## config.mk

```make
export PLATFORM = sky130hd
export DESIGN_NAME = cd_multi
export DESIGN_NICKNAME = d
export VERILOG_FILES = /design/src/rtl/cd_multi.sv
export SDC_FILE = /design/constraint.sdc
export NUM_CORES = 1
export LEC_CHECK = 0
export CAP_MARGIN = 40
export CELL_PAD_IN_SITES_DETAIL_PLACEMENT = 1
export CELL_PAD_IN_SITES_GLOBAL_PLACEMENT = 1
export CORE_ASPECT_RATIO = 1.4
export CORE_UTILIZATION = 45
export CTS_CLUSTER_SIZE = 25
export DETAILED_ROUTE_END_ITERATION = 8
export HOLD_SLACK_MARGIN = 0.06
export PLACE_DENSITY_LB_ADDON = 0.12
export SLEW_MARGIN = 40
export SYNTH_ARGS = -nofsm -noshare
export SYNTH_HDL_FRONTEND = slang
export SYNTH_SLANG_ARGS = --single-unit
```

## constraint.sdc

```tcl
create_clock -name clk -period 3.9 [get_ports clk]
set_clock_uncertainty 0.1 [all_clocks]
set_input_delay 0.39 -clock clk [delete_from_list [all_inputs] [get_ports clk]]
set_output_delay 0.39 -clock clk [all_outputs]
set_load 0.01 [all_outputs]
```

## src/rtl/cd_multi.sv

```systemverilog
// Multi-channel programmable clock divider with a valid/ready config port.
// Config writes take effect at the accept edge; c_ready drops for one COMMIT cycle after each accept.
module cd_multi #(
  parameter int NUM_CH            = 4,
  parameter int WIDTH_LIMIT       = 16,
  parameter int WIDTH_CONFIG_ADDR = 8,
  parameter int WIDTH_CONFIG_DATA = 16,
  parameter int DEFAULT_LIMIT     = 1
) (
  input  logic                         clk,
  input  logic                         rst,
  input  logic [WIDTH_CONFIG_ADDR-1:0] c_addr,
  input  logic [WIDTH_CONFIG_DATA-1:0] c_data,
  input  logic                         c_valid,
  output logic                         c_ready,
  output logic                         c_err,
  output logic [NUM_CH-1:0]            clkout,
  output logic [NUM_CH-1:0]            tick
);

  localparam int WL = WIDTH_LIMIT;
  localparam int WA = WIDTH_CONFIG_ADDR;
  localparam logic [WA:0]   MAP_END = (WA+1)'(2 * NUM_CH);
  localparam logic [WL-1:0] DEF_LIM = WL'(DEFAULT_LIMIT);

  typedef enum logic {ST_IDLE, ST_COMMIT} state_t;

  state_t state_q, state_d;
  logic   err_q, err_d;

  logic [NUM_CH-1:0][WL-1:0] cnt_q, cnt_d;
  logic [NUM_CH-1:0][WL-1:0] active_q, active_d;
  logic [NUM_CH-1:0][WL-1:0] shadow_q, shadow_d;
  logic [NUM_CH-1:0]         tgl_q, tgl_d;
  logic [NUM_CH-1:0]         en_q, en_d;
  logic [NUM_CH-1:0]         mode_q, mode_d;
  logic [NUM_CH-1:0]         mchg_q, mchg_d;
  logic [NUM_CH-1:0]         term;

  logic          accept;
  logic          mapped;
  logic          wr_map;
  logic [WA-2:0] wr_ch;
  logic          wr_ctrl;

  assign accept  = c_valid && (state_q == ST_IDLE);
  assign mapped  = {1'b0, c_addr} < MAP_END;
  assign wr_map  = accept && mapped;
  assign wr_ch   = c_addr[WA-1:1];
  assign wr_ctrl = c_addr[0];

  assign c_ready = (state_q == ST_IDLE);
  assign c_err   = err_q;

  always_comb begin
    state_d = state_q;
    err_d   = accept && !mapped;
    case (state_q)
      ST_IDLE:   if (accept) state_d = ST_COMMIT;
      ST_COMMIT: state_d = ST_IDLE;
      default:   state_d = ST_IDLE;
    endcase
  end

  always_comb begin
    term   = '0;
    tick   = '0;
    clkout = '0;
    for (int k = 0; k < NUM_CH; k++) begin
      term[k]   = en_q[k] && (cnt_q[k] == active_q[k]);
      tick[k]   = term[k];
      clkout[k] = en_q[k] && (mode_q[k] ? term[k] : tgl_q[k]);
    end
  end

  always_comb begin
    cnt_d    = cnt_q;
    active_d = active_q;
    shadow_d = shadow_q;
    tgl_d    = tgl_q;
    en_d     = en_q;
    mode_d   = mode_q;
    mchg_d   = '0;
    for (int k = 0; k < NUM_CH; k++) begin
      if (wr_map && (wr_ch == (WA-1)'(k))) begin
        if (wr_ctrl) begin
          en_d[k]   = c_data[0];
          mode_d[k] = c_data[1];
          mchg_d[k] = c_data[1] ^ mode_q[k];
        end else begin
          shadow_d[k] = c_data[WL-1:0];
        end
      end
      // The active limit samples the pre-write shadow, so a write landing on a
      // terminal-count edge waits for the following terminal count.
      if (!en_q[k]) begin
        cnt_d[k]    = '0;
        tgl_d[k]    = 1'b0;
        active_d[k] = shadow_q[k];
      end else if (mchg_q[k]) begin
        cnt_d[k] = '0;
        tgl_d[k] = 1'b0;
      end else if (term[k]) begin
        cnt_d[k]    = '0;
        tgl_d[k]    = ~tgl_q[k];
        active_d[k] = shadow_q[k];
      end else begin
        cnt_d[k] = cnt_q[k] + WL'(1);
      end
    end
  end

  always_ff @(posedge clk) begin
    if (rst) begin
      state_q  <= ST_IDLE;
      err_q    <= 1'b0;
      cnt_q    <= '0;
      active_q <= {NUM_CH{DEF_LIM}};
      shadow_q <= {NUM_CH{DEF_LIM}};
      tgl_q    <= '0;
      en_q     <= '1;
      mode_q   <= '0;
      mchg_q   <= '0;
    end else begin
      state_q  <= state_d;
      err_q    <= err_d;
      cnt_q    <= cnt_d;
      active_q <= active_d;
      shadow_q <= shadow_d;
      tgl_q    <= tgl_d;
      en_q     <= en_d;
      mode_q   <= mode_d;
      mchg_q   <= mchg_d;
    end
  end

endmodule

```

==> metrics.txt <==
RePlAce Congestion=approximately 0.79; total power=roughly 0.0045 W; Distinct cells, synth=38; number of max-cap violations=0; Crit path largest cell delay=620 ps; P_leak=roughly 3.3 nW; final worst path period share=0.8450; Cell Area, Synth=approximately 0.0084 mm^2; Worst EP arrival=around 2800 ps; Seq/Total Area, Yosys=0.4990; Tightest Pin Transition=slightly below 800 ps; First-pass DRT Iterations=4; grt total ovfl=0; crit-path cells=xnor2_1 > nand4_1 > nor4_2 > mux2i_1 > nor2b_1 > clkdlybuf4s50_1; Die ar.=between 0.015 and 0.02 mm^2; commonest non-fill, non-tap cells in the layout=dfxtp_1, nand2_1, xnor2_1, nor2_1, a22o_1; via/cell ratio=between 5 and 6; Most used DFF post-synth=dfxtp_1; clock slew at reported path FFs=60 ps; DR iter-0 viols=264; Post-Syn Instances=between 900 and 1000; setup TNS=0 ps; Slew headroom=0.4790; worst vdd rail ir drop=between 0.3 and 0.4 mV; f_max=a little over 300 MHz; final setup fails=0; # hold bufs at CTS=0; Total Wirelength=slightly above 20000 um; CTS tree=built; dominant cells by area after synthesis=dfxtp_1, xnor2_1, a22o_1; Syn Nets=around 940; ant diodes=0; synth-to-layout area growth=14.44%; worst skew pair latency=approximately 500 ps; Critical-path top delay cell=nor4_2; Antenna Nets Post-Route=0; Register Area=roughly 0.0042 mm^2; CP max FO=6; initial antenna violation count=0; Post-CTS Setup Inserts=0; drt drc=0; Core Area=~0.018 mm^2; most common cell after layout, fill and taps aside=dfxtp_1; die height=163.9 um; #FFs+latches synth=210; Longest Clk Path Bufs=3; PortBufs=36; RSZ-0062 raised after global routing=no; Total Routing Usage GR=0.2204; async set-reset flop share out of synthesis=0; clk root buf=clkbuf_16; multi-input gate area in the final layout=slightly below 0.004 mm^2; Final nets=959; status=completed; vias in the first global route=slightly below 7000; Ys Warns=0; share of layout cells above drive strength 1=0.07872; CTS sink cnt=between 200 and 250; DP HPWL=approximately 15000 um; worst min-delay path category=in2reg; power density over the cells=~470 mW/mm^2; row cnt=58; fin crit period=3296 ps; area leader, netlist=dfxtp_1; Final Max Slew Viols=0; CP endpoint kind=output pin; htree depth=1; largest net degree at the start of global routing=64; number of I/O pins=37; CTS buffer count=22; via count=6323; # fillers=between 2000 and 2500; Crit Path Category=reg2out; CTS resizes=0; CP startpoint kind=flip-flop; drt wl/cell=approximately 17 um; Critical Path RT=between 3000 and 4000 ps; Post-synth EDFFs=0; top cell type's share of synthesized area=0.4990; Starting Density=0.4643; Die Wd=between 100 and 150 um; Final Hold Vio Count=0; first-pass GRT wire length=roughly 35000 um; Synth Area per Inst=between 9 and 10 um^2
[critical path: cells and delay by family, from the launching register on]
| family | cells | cell delay [ps] |
|---|---|---|
| buffers and inverters | 1 | 570 |
| AND/OR/NAND/NOR | 3 | 960 |
| XOR/XNOR | 1 | 180 |
| flip-flops | 1 | 430 |
| multiplexers | 1 | 160 |
[through the flow]
step | area [um^2] | hold WS, ps | setup WS [ps] | utilization | cells
final | 9641 | 278.8 | 604.4 | 0.5314 | 1180
after global routing | 9641 | 331.3 | 439.8 | 0.5314 | 1180
after CTS | 9633 | 270.2 | 541.0 | 0.5310 | 1179
after detailed placement | 8944 | 351.4 | 697.2 | 0.4930 | 1143
after global placement | 8907 | 339.7 | 781.5 | 0.4910 | 1143
after floorplan | 8424 | 331.5 | 1448 | - | 911
[cell usage after synthesis (8+ instances only)]
cell type	instances
dfxtp_1	210
nand2_1	132
xnor2_1	94
nor2_1	87
a22o_1	60
a21oi_1	56
clkbuf_1	39
xor2_1	34
nand3_1	27
nand4_1	25
inv_1	23
a21oi_2	10
nand2_2	10
nor3_1	10
and3_1	9
nand2b_1	9
mux2i_1	8
or3_1	8
[kinds of logic (layout without fill, tap and decap cells)]
kind of cell / count (synthesis) / after routing / synth area share
AND/OR/NAND/NOR: 350 / 350 / 0.1990
flip-flops: 210 / 210 / 0.4990
AO/OA/AOI/OAI: 141 / 141 / 0.1200
XOR/XNOR: 128 / 128 / 0.1331
buffers and inverters: 70 / 99 / 0.03342
multiplexers: 8 / 8 / 0.009506
adder cells (fa/ha/maj): 4 / 4 / 0.005941
[path summary, 6_finish.rpt]
| check | to | start | slack [ps] | cells past startpoint |
|---|---|---|---|---|
| worst max-delay path | clkout[2] | cnt_q[35]$_SDFF_PP0_ | 600 | 6 |
| worst min-delay path | mode_q[0]$_SDFFE_PP0P_ | rst | 280 | 2 |
| worst max register to register | cnt_q[12]$_SDFF_PP0_ | cnt_q[3]$_SDFF_PP0_ | 1530 | 5 |
| worst min register to register | shadow_q[49]$_SDFFE_PP0P_ | shadow_q[49]$_SDFFE_PP0P_ | 360 | 2 |
[layer usage]
layer | vias to the layer above | track usage | part of all wire
li1 | 3102 | - | -
met1 | 3073 | 0.2590 | 0.43
met2 | 102 | 0.3968 | 0.50
met3 | 46 | 0.03160 | 0.035
met4 | 0 | 0.09965 | 0.039
met5 | - | 0 | 0
[cell type report]
| type | count | area share |
|---|---|---|
| flip-flops and latches | 210 | 0.4361 |
| inverters | 23 | 0.008955 |
| repair buffers | 40 | 0.03997 |
| clock inverters | 4 | 0.002077 |
| multi-input cells | 631 | 0.4123 |
| well taps | 240 | 0.03115 |
| clock buffers | 32 | 0.06944 |
[sequential cells by signal (all words and copies together), names as in the netlist]
signal,flops
active_q,64
tgl_q,4
shadow_q,64
cnt_q,64
state_q,1
mchg_q,4
en_q,4
mode_q,4
c_err,1
[report_power, final]
group | internal, W | switching (W) | total, W
Clock | 0.00118 | 0.000815 | 0.00199
Sequential | 0.00217 | 0.0000324 | 0.00221
Combinational | 0.000131 | 0.000208 | 0.000339
Note: power is estimated with default switching activity, not from simulation.
